`config.mk`:
```
export PLATFORM = sky130hd
export DESIGN_NAME = word_serializer
export DESIGN_NICKNAME = d
export VERILOG_FILES = /design/src/rtl/word_serializer.sv
export SDC_FILE = /design/constraint.sdc
export NUM_CORES = 1
export LEC_CHECK = 0
export BUFFER_PORTS_ARGS = -buffer_cell sky130_fd_sc_hd__buf_2
export CAP_MARGIN = 20
export CORE_UTILIZATION = 35
export DETAILED_ROUTE_END_ITERATION = 12
export GPL_ROUTABILITY_DRIVEN = 1
export HOLD_SLACK_MARGIN = 0.1
export PLACE_DENSITY = 0.56
export SYNTH_ARGS = -nofsm -noshare
export SYNTH_HDL_FRONTEND = slang
export SYNTH_SLANG_ARGS = --single-unit
```
`constraint.sdc`:
```
create_clock -name clk -period 3.6 [get_ports clk]
set_input_delay 0.72 -clock clk [delete_from_list [all_inputs] [get_ports clk]]
set_output_delay 0.72 -clock clk [all_outputs]
set_load 0.005 [all_outputs]
```
`src/rtl/word_serializer.sv`:
```
// word_serializer: framed, LSB-first serial transmitter with a ready/load handshake.
// Define PARITY_EN to insert an even-parity bit between the data bits and the stop bit.
module word_serializer #(
  parameter int DATA_W       = 6,
  parameter int CLKS_PER_BIT = 4
) (
  input  logic              clk,
  input  logic              reset,
  input  logic [DATA_W-1:0] data_in,
  input  logic              load,
  output logic              ready,
  output logic              tx,
  output logic              busy,
  output logic              frame_done
);

  localparam int DIV_W = (CLKS_PER_BIT > 1) ? $clog2(CLKS_PER_BIT) : 1;
  localparam int BIT_W = (DATA_W > 1) ? $clog2(DATA_W) : 1;
  localparam logic [DIV_W-1:0] DIV_LAST = DIV_W'(CLKS_PER_BIT - 1);
  localparam logic [BIT_W-1:0] BIT_LAST = BIT_W'(DATA_W - 1);

`ifdef PARITY_EN
  typedef enum logic [2:0] {IDLE, START, DATA, PARITY, STOP} state_t;
`else
  typedef enum logic [1:0] {IDLE, START, DATA, STOP} state_t;
`endif

  state_t            state, state_n;
  logic [DIV_W-1:0]  div, div_n;
  logic [BIT_W-1:0]  bit_cnt, bit_cnt_n;
  logic [DATA_W-1:0] shift, shift_n;
  logic              tx_n, frame_done_n, accept;
`ifdef PARITY_EN
  logic              parity, parity_n;
`endif

  assign accept = load && ready;

  // Next-state logic: each non-idle state lasts CLKS_PER_BIT clocks
  always_comb begin
    state_n   = state;
    div_n     = div;
    bit_cnt_n = bit_cnt;
    shift_n   = shift;
`ifdef PARITY_EN
    parity_n  = accept ? ^data_in : parity;
`endif
    if (state == IDLE) begin
      if (accept) begin
        state_n   = START;
        shift_n   = data_in;
        div_n     = '0;
        bit_cnt_n = '0;
      end
    end else if (div != DIV_LAST) begin
      div_n = div + 1'b1;
    end else begin
      div_n = '0;
      case (state)
        START: begin
          state_n   = DATA;
          bit_cnt_n = '0;
        end
        DATA: begin
          shift_n = shift >> 1;
          if (bit_cnt == BIT_LAST) begin
`ifdef PARITY_EN
            state_n = PARITY;
`else
            state_n = STOP;
`endif
          end else begin
            bit_cnt_n = bit_cnt + 1'b1;
          end
        end
`ifdef PARITY_EN
        PARITY:  state_n = STOP;
`endif
        STOP:    state_n = IDLE;
        default: state_n = IDLE;
      endcase
    end
  end

  // Outputs are derived from the next state so they can be registered without lag
  always_comb begin
    tx_n = 1'b1;
    case (state_n)
      START:   tx_n = 1'b0;
      DATA:    tx_n = shift_n[0];
`ifdef PARITY_EN
      PARITY:  tx_n = parity_n;
`endif
      default: tx_n = 1'b1;
    endcase
    frame_done_n = (state_n == STOP) && (div_n == DIV_LAST);
  end

  always_ff @(posedge clk or posedge reset) begin
    if (reset) begin
      state      <= IDLE;
      div        <= '0;
      bit_cnt    <= '0;
      shift      <= '0;
      tx         <= 1'b1;
      ready      <= 1'b1;
      busy       <= 1'b0;
      frame_done <= 1'b0;
    end else begin
      state      <= state_n;
      div        <= div_n;
      bit_cnt    <= bit_cnt_n;
      shift      <= shift_n;
      tx         <= tx_n;
      ready      <= (state_n == IDLE);
      busy       <= (state_n != IDLE);
      frame_done <= frame_done_n;
    end
  end

`ifdef PARITY_EN
  always_ff @(posedge clk or posedge reset) begin
    if (reset) parity <= 1'b0;
    else       parity <= parity_n;
  end
`endif

endmodule

```
==> results.txt, run 1 <==
Initial antenna violation count - 0
Tightest Pin Transition - 0.6304 ns
Fin util - 0.4237
Flop pwr share - 0.444
Post-synth top area share - 0.4237
Max-slew violation count - 0
Hold slack - 0.4824 ns
Place WS - 1.631 ns
Fin. Hold Viols - 0
WP data required - 3.82 ns
Clk_skew - 0.002195 ns
Setup TNS - 0 ns
Worst skew pair latency - 0.29 ns
Crit share post-route - 0.5458
Status - completed
CTS sink count - 17
Share of layout cells above drive strength 1 - 0.2842
Vias in the first global route - 587
Total Routed Length - 1617 um
Initial DRC Count - 5
Area growth syn-to-layout - 9.887%
Fillers - 231
Area contributors post-synth - dfrtp_1 42%, ha_1 8.5%, dfstp_2 5.9%
CTS tree - done
Inserted Clock Buffers - 3
CTS resizes - 0
Initial Util - 0.3856
Ports - 13
WP data arrival - 2.19 ns
Max_slew headroom - 0.5793
Wire length per cell - 13.15 um
Total gr overflow - 0
Post-Layout Cell Count - 123
P_int - 0.4705 mW
Vias per inst - 5.024
NumNets Final - 111
Htree depth - 1
Maxcap violations - 0
Post-synth top cells - 15 x dfrtp_1, 14 x nand2_1, 6 x ha_1, 5 x inv_1, 4 x a22oi_1
Max Fclk - 508.9 MHz
Yosys reg bits - 17
HPWL Detailed - 1209 um
Max clock buf depth - 2
Synth area leader - dfrtp_1
Dpl cells - 119
Syn nets - 97
RSZ-0062 raised after global routing - false
Leakage - 0.4650 nW
Yosys warns - 0
Mean Syn Cell Area - 10.80 um2
Sequential area share after synthesis - 0.4831
FFs w/ async S/R, synth - 1.000
Hold crit path type - flop to flop
PwrDens - 778.0 nW/um2
CP max FO - 11
Die width - 52.31 um
GP Congestion - 0.7229
CP Class - flop to flop
Startpoint Class - flop
Global-route wire length before repair - 2663 um
Drc violations - 0
Antenna-violating nets left - 0
Diodes inserted - 0
Cell count after synthesis - 82
NetSw - 0.2869 mW
Largest net degree at the start of global routing - 18
Area of the core - 2297 um2
Comb power frac - 0.422
Final Setup Violations - 0
Final worst slack - 1.635 ns
Final min period - 1.965 ns
Hold Buf Count CTS - 0
Die Ht - 52.31 um
Setup crit end kind - flop
Count of input and output buffers - 12
Most frequent cell after synthesis - dfrtp_1
Root Driver - clkbuf_4
Die area - 2736 um2
Post-synth EDFFs - 0
Clock share of power - 0.134
Rows - 17
# Post-CTS Setup Buffers - 0
Post-synth cell types - 32
GR Util All Layers - 0.1392
Top_reg_cell synth - dfrtp_1
Worst-path clk slew - 0.10 ns
Post-synthesis instance area - 885.9 um2
DRT Pass-1 Iters - 4
Total number of vias - 618
Maximum VDD drop - 0.0003795 V
Sw frac - 0.3788
[layout make-up]
class                   instances  area (um2)  area share
multi-input cells              57       405.4      0.4165
clock buffers                   4       26.28     0.02699
repair buffers                 12       60.06     0.06170
inverters                       5       18.77     0.01928
well taps                      28       35.03     0.03599
flip-flops and latches         17       427.9      0.4396
[critical path: stages, from the launching register on]
cell and delay (ns):
dfrtp_1 0.39, inv_1 0.14, ha_1 0.35, and2b_4 0.27
a21boi_1 0.14, o21ai_2 0.24, mux2_2 0.37
[logic make-up after synthesis]
family                     synth area share
muxes                               0.02401
adders and majority gates           0.08474
AOI/OAI and AO/OA                    0.1695
and+or+nand+nor                      0.1794
buffers and inverters               0.05932
DFF                                  0.4831
[layout by cell type (no fill, tap or decap), drive strengths merged, types with 3 or more instances in the layout]
master,count
dfrtp,15
nand2,15
buf,12
ha,6
inv,5
a22oi,4
o21ai,4
clkbuf,4
nor2,3
nand3,3
[registers in the layout, indices dropped and copies added, names as in the netlist]
signal and count:
shift 6, bit_cnt 3, div 2, state 2, busy 1, frame_done 1, ready 1, tx 1
[worst paths after layout]
path,from,endpoint,slack [ns],cells past startpoint
min in group asynchronous,reset,shift[3],0.49,2
min reg2reg,shift[3],shift[3],0.48,2
max in group asynchronous,reset,div[0],2.70,2
max,state[1],tx,1.63,6
min,shift[3],shift[3],0.48,2
max reg2reg,state[1],tx,1.63,6
[metal layers]
| metal | global-route usage | vias up | routed length (um) |
|---|---|---|---|
| li1 | - | 318 | - |
| met1 | 0.1687 | 286 | 790 |
| met2 | 0.2194 | 12 | 722 |
| met3 | 0.06377 | 2 | 92 |
| met4 | 0.03947 | 0 | 12 |
| met5 | 0 | - | 0 |
[stage by stage]
step	cell area (um2)	total power, mW
2_1_floorplan	885.9	0.5909
3_3_place_gp	947.2	0.6480
3_5_place_dp	947.2	0.6610
4_1_cts	973.4	0.7686
5_1_grt	973.4	0.8286
6_report	973.4	0.7573
[power groups by stage]
| stage | clock (mW) | combinational [mW] | sequential, mW |
|---|---|---|---|
| after floorplan | 0 | 0.260 | 0.331 |
| after global placement | 0 | 0.309 | 0.339 |
| after detailed placement | 0 | 0.320 | 0.341 |
| after CTS | 0.108 | 0.323 | 0.338 |
| after global routing | 0.115 | 0.367 | 0.347 |
| final | 0.101 | 0.319 | 0.337 |
(Power assumes the default switching activity.)
==> run 2, diff against run 1 <==
clock period = 2 ns   (was 3.6 ns; I/O delays follow)
==> results.txt, run 2 (same netlist as run 1, synthesis figures left out) <==
Status - completed (unchanged)
Max-slew violation count - 0 (unchanged)
Hold crit path type - input port to asynchronous set/reset pin (was flop to flop)
GR Util All Layers - 0.1309 (was 0.1392)
Maximum VDD drop - 0.0006766 V (was 0.0003795 V)
Total Routed Length - 1557 um (was 1617 um)
Inserted Clock Buffers - 3 (unchanged)
Area of the core - 2297 um2 (unchanged)
Clk_skew - 0.009086 ns (was 0.002195 ns)
DRT Pass-1 Iters - 4 (unchanged)
Maxcap violations - 0 (unchanged)
Vias per inst - 5.152 (was 5.024)
Die area - 2736 um2 (unchanged)
Total number of vias - 644 (was 618)
Most frequent cells in the layout - 15 x dfrtp_1, 14 x nand2_1, 12 x buf_2 (unchanged)
Max_slew headroom - 0.5641 (was 0.5793)
Vias in the first global route - 604 (was 587)
Fin area - 989.7 um2 (was 973.4 um2)
Startpoint Class - flop (unchanged)
Die Ht - 52.31 um (unchanged)
RSZ-0062 raised after global routing - false (unchanged)
CTS tree - done (unchanged)
WP data required - 2.23 ns (was 3.82 ns)
Crit share post-route - 0.9087 (was 0.5458)
Count of input and output buffers - 12 (unchanged)
Initial antenna violation count - 0 (unchanged)
Placed instance area - 962.2 um2 (was 947.2 um2)
GP Congestion - 0.6917 (was 0.7229)
Worst Setup SP - state[0] (was state[1])
CP max FO - 10 (was 11)
Max stage delay on crit path - 0.41 ns (was 0.39 ns)
Global-route wire length before repair - 2608 um (was 2663 um)
Htree depth - 1 (unchanged)
Max Fclk - 550.2 MHz (was 508.9 MHz)
Commonest non-fill, non-tap cell in the layout - dfrtp_1 (unchanged)
Worst skew pair latency - 0.29 ns (about the same)
Worst-path clk slew - 0.10 ns (about the same)
Wire length per cell - 12.46 um (was 13.15 um)
Leakage - 0.4781 nW (was 0.4650 nW)
Diodes inserted - 0 (unchanged)
Setup TNS - 0 ns (unchanged)
Max reg flops - 6 (unchanged)
Reg2reg end - tx (unchanged)
Biggest regs - shift x6, bit_cnt x3 (unchanged)
Reg-to-Reg Start - state[0] (was state[1])
Ports - 13 (unchanged)
Total gr overflow - 0 (unchanged)
Die width - 52.31 um (unchanged)
PwrDens - 1383 nW/um2 (was 778.0 nW/um2)
Largest net degree at the start of global routing - 18 (unchanged)
Antenna-violating nets left - 0 (unchanged)
# Post-CTS Setup Buffers - 0 (unchanged)
Top reg by flops - shift (unchanged)
Fin util - 0.4308 (was 0.4237)
CP Class - flop to flop (unchanged)
Max clock buf depth - 2 (unchanged)
Share of layout cells above drive strength 1 - 0.3093 (was 0.2842)
Fin. Hold Viols - 0 (unchanged)
CTS resizes - 0 (unchanged)
Reg2Reg Setup Slack - 0.18 ns (was 1.63 ns)
WP data arrival - 2.04 ns (was 2.19 ns)
NumNets Final - 113 (was 111)
Area growth syn-to-layout - 11.72% (was 9.887%)
Hold Buf Count CTS - 0 (unchanged)
Setup crit end kind - flop (unchanged)
Critical Path Sink - tx (unchanged)
Root Driver - clkbuf_4 (unchanged)
Initial DRC Count - 9 (was 5)
Hold slack - 0.1842 ns (was 0.4824 ns)
Initial Util - 0.3856 (unchanged)
Rows - 17 (unchanged)
Worst-case reg-to-reg path depth - 7 (was 6)
Tightest Pin Transition - 0.6531 ns (was 0.6304 ns)
Final Setup Violations - 0 (unchanged)
Slowest cell on crit path - dfrtp_1 (unchanged)
CP Cell Sequence - inv_1 -> ha_1 -> buf_4 -> and3_4 -> o31ai_4 -> nand2_2 -> mux2_2 (was inv_1 -> ha_1 -> and2b_4 -> a21boi_1 -> o21ai_2 -> mux2_2)
CTS sink count - 17 (unchanged)
Final min period - 1.817 ns (was 1.965 ns)
Drc violations - 0 (unchanged)
## run 2: cell count changes in the layout (fill, tap and decap cells not counted)
cell      delta
clkbuf_1     -1
clkinv_2     +1
buf_4        +2
## run 2: metal layers
metal  global-route usage  vias up  share of wire  routed length (um)
li1                     -      319              -                   -
met1               0.1751      312           0.50                 779
met2               0.1983       11           0.45                 706
met3              0.05217        2          0.037                  57
met4              0.02632        0         0.0083                  13
met5                    0        -              0                   0
## run 2: worst min path at each step
stage / slack, ns / endpoint / startpoint / depth (start not counted)
final: 0.18 / shift[0] / reset / 2
after global placement: 0.46 / shift[2] / shift[2] / 2
after CTS: 0.19 / busy / reset / 2
after floorplan: 0.32 / bit_cnt[0] / reset / 1
after global routing: 0.22 / busy / reset / 2
after detailed placement: 0.46 / shift[3] / shift[3] / 2
## run 2: power by group
part           internal (mW)  total [mW]  switching [mW]
registers              0.510       0.606          0.0952
logic                  0.272       0.587           0.315
clock network         0.0744       0.176           0.102
## run 2: worst max-delay path, delay by kind of cell, from the launching register on
kind                       cells  cell delay [ns]
DFF                            1             0.41
AOI/OAI and AO/OA              1             0.30
buffers and inverters          2             0.25
muxes                          1             0.27
and+or+nand+nor                2             0.27
adders and majority gates      1             0.26
## run 2: final cells by class
cell class                      count  area [um2]
Clock buffer                        3       22.52
Fill cell                         227        1308
Clock inverter                      1       5.005
Tap cell                           28       35.03
Sequential cell                    17       427.9
Inverter                            5       18.77
Timing Repair Buffer               14       75.07
Multi-Input combinational cell     57       405.4
## run 2: stage by stage
stage | total power [mW] | instances | setup slack (ns)
floorplan | 1.064 | 82 | 0.3476
global placement | 1.182 | 121 | 0.2464
detailed placement | 1.197 | 121 | 0.2160
CTS | 1.381 | 125 | 0.1942
global route | 1.501 | 125 | 0.1011
finish | 1.369 | 125 | 0.1826
==> run 3, diff against run 2 <==
CTS_BUF_LIST = sky130_fd_sc_hd__clkbuf_2   (was default)
PLACE_DENSITY = 0.58   (was 0.56)
clock period = 1.5 ns   (was 2 ns; I/O delays follow)
==> results.txt, run 3 (same netlist as run 1, synthesis figures left out) <==
Crit share post-route - 1.072 (was 0.9087)
Failing checks - setup timing
Rows - 17 (unchanged)
Max_slew headroom - 0.7940 (was 0.5641)
Inserted Clock Buffers - 3 (unchanged)
HPWL Detailed - 1320 um
Clock share of power - 0.093 (was 0.129)
Startpoint Class - flop (unchanged)
CTS sink count - 17 (unchanged)
CTS tree - done (unchanged)
Most frequent cells in the layout - 15 x dfrtp_1, 15 x buf_4, 14 x nand2_1 (was 15 x dfrtp_1, 14 x nand2_1, 12 x buf_2)
Die width - 52.31 um (unchanged)
Place WS - -0.1228 ns (was 0.2160 ns)
NumNets Final - 130 (was 113)
Slowest cell on crit path - dfrtp_1 (unchanged)
Area of the core - 2297 um2 (unchanged)
Max Fclk - 621.8 MHz (was 550.2 MHz)
Multi-input gate area - 471.7 um2 (was 405.4 um2)
Total number of vias - 708 (was 644)
Final min period - 1.608 ns (was 1.817 ns)
Reg area - 427.9 um2 (unchanged)
Max stage delay on crit path - 0.41 ns (about the same)
Max-slew violation count - 0 (unchanged)
Worst skew pair latency - 0.31 ns (was 0.29 ns)
Initial Util - 0.3856 (unchanged)
Ports - 13 (unchanged)
Clk_skew - 0.007373 ns (was 0.009086 ns)
Root Driver - clkbuf_2 (was clkbuf_4)
Delay-heaviest family, CP - flip-flops (unchanged)
Initial antenna violation count - 0 (unchanged)
CP Class - flop to flop (unchanged)
Placed instance area - 1072 um2 (was 962.2 um2)
Wire length per cell - 13.45 um (was 12.46 um)
WP buf/inv - 1 (was 2)
Sw frac - 0.3765 (was 0.3741)
Leakage - 0.5736 nW (was 0.4781 nW)
Fin. Hold Viols - 0 (unchanged)
Comb power frac - 0.556 (was 0.429)
Final worst slack - -0.1084 ns (was 0.1826 ns)
Largest net degree at the start of global routing - 18 (unchanged)
WP data arrival - 1.87 ns (was 2.04 ns)
Top reg by flops - shift (unchanged)
Htree depth - 1 (unchanged)
Drc violations - 0 (unchanged)
Tightest Pin Transition - 0.3064 ns (was 0.6531 ns)
Final Setup Violations - 7 (was 0)
Total gr overflow - 0 (unchanged)
Vias per inst - 4.986 (was 5.152)
Max clock buf depth - 2 (unchanged)
Worst-path clk slew - 0.17 ns (was 0.10 ns)
GR Util All Layers - 0.1684 (was 0.1309)
WP data required - 1.76 ns (was 2.23 ns)
Count of input and output buffers - 12 (unchanged)
CP Cell Sequence - inv_2 -> ha_4 -> and2b_4 -> a31oi_4 -> o21ai_4 -> mux2_4 (was inv_1 -> ha_1 -> buf_4 -> and3_4 -> o31ai_4 -> nand2_2 -> mux2_2)
Max reg flops - 6 (unchanged)
Status - finished with violations (was completed)
Biggest regs - shift x6, bit_cnt x3 (unchanged)
Maximum VDD drop - 0.0008903 V (was 0.0006766 V)
Maxcap violations - 0 (unchanged)
Antenna-violating nets left - 0 (unchanged)
Share of layout cells above drive strength 1 - 0.4825 (was 0.3093)
Fillers - 212 (was 227)
GP Congestion - 0.7653 (was 0.6917)
NetSw - 0.8704 mW (was 0.5122 mW)
P_int - 1.442 mW (was 0.8570 mW)
Total Routed Length - 1910 um (was 1557 um)
Fin area - 1190 um2 (was 989.7 um2)
PwrDens - 1943 nW/um2 (was 1383 nW/um2)
DRT Pass-1 Iters - 4 (unchanged)
Global-route wire length before repair - 3277 um (was 2608 um)
Setup TNS - -0.3563 ns (was 0 ns)
Area growth syn-to-layout - 34.32% (was 11.72%)
RSZ-0062 raised after global routing - true (was false)
Die area - 2736 um2 (unchanged)
CP max FO - 5 (was 10)
Setup crit end kind - flop (unchanged)
Flop pwr share - 0.351 (was 0.442)
Hold slack - 0.1915 ns (was 0.1842 ns)
Hold crit path type - input port to flop (was input port to asynchronous set/reset pin)
Diodes inserted - 0 (unchanged)
Vias in the first global route - 749 (was 604)
Die Ht - 52.31 um (unchanged)
Initial DRC Count - 16 (was 9)
## run 3: power groups by stage
stage          logic (mW)  registers [mW]  clock network [mW]
3_5_place_dp        0.988           0.815                   0
6_report             1.29           0.812               0.214
5_1_grt              1.44           0.841               0.241
4_1_cts              1.20           0.811               0.220
2_1_floorplan       0.655           0.798                   0
3_3_place_gp        0.969           0.806                   0
## run 3: final cells by class
type / instances / share of cell area
Inverter: 5 / 0.01577
Sequential cell: 17 / 0.3596
Tap cell: 28 / 0.02944
Clock buffer: 3 / 0.01262
Clock inverter: 1 / 0.004206
Timing Repair Buffer: 31 / 0.1819
Multi-Input combinational cell: 57 / 0.3964
## run 3: worst paths after layout
kind	start	to	slack (ns)	cells past startpoint
setup / recovery	state[0]	tx	-0.11	6
hold / removal	data_in[2]	shift[2]	0.19	3
setup reg to reg	state[0]	tx	-0.11	6
hold reg to reg	shift[3]	shift[3]	0.51	2
max in group asynchronous	reset	tx	0.74	4
min in group asynchronous	reset	shift[1]	0.50	4
## run 3: tightest hold or removal path: stages
cell and delay [ns]:
buf_2 0.07, a22oi_1 0.05, nand2_1 0.06
## run 3: what timing repair did
item | in CTS | in global routing
endpoints found under the setup margin | 10 | 13
setup buffers | 3 | 0
hold endpoints to repair | 15 | 0
gates resized for setup | 9 | 5
pin swaps | 5 | 5
hold buffers | 1 | 0
## run 3: layer usage
layer | track usage | up-vias | part of all wire
li1 | - | 354 | -
met1 | 0.2014 | 337 | 0.44
met2 | 0.2848 | 15 | 0.51
met3 | 0.06087 | 2 | 0.045
met4 | 0.03947 | 0 | 0.0042
met5 | 0 | - | 0
## run 3: per-stage QoR
stage          total power, mW    util  std cells
2_1_floorplan            1.453       -         82
3_3_place_gp             1.775  0.4668        134
3_5_place_dp             1.803  0.4668        134
4_1_cts                  2.228  0.5098        142
5_1_grt                  2.517  0.5180        142
6_report                 2.312  0.5180        142
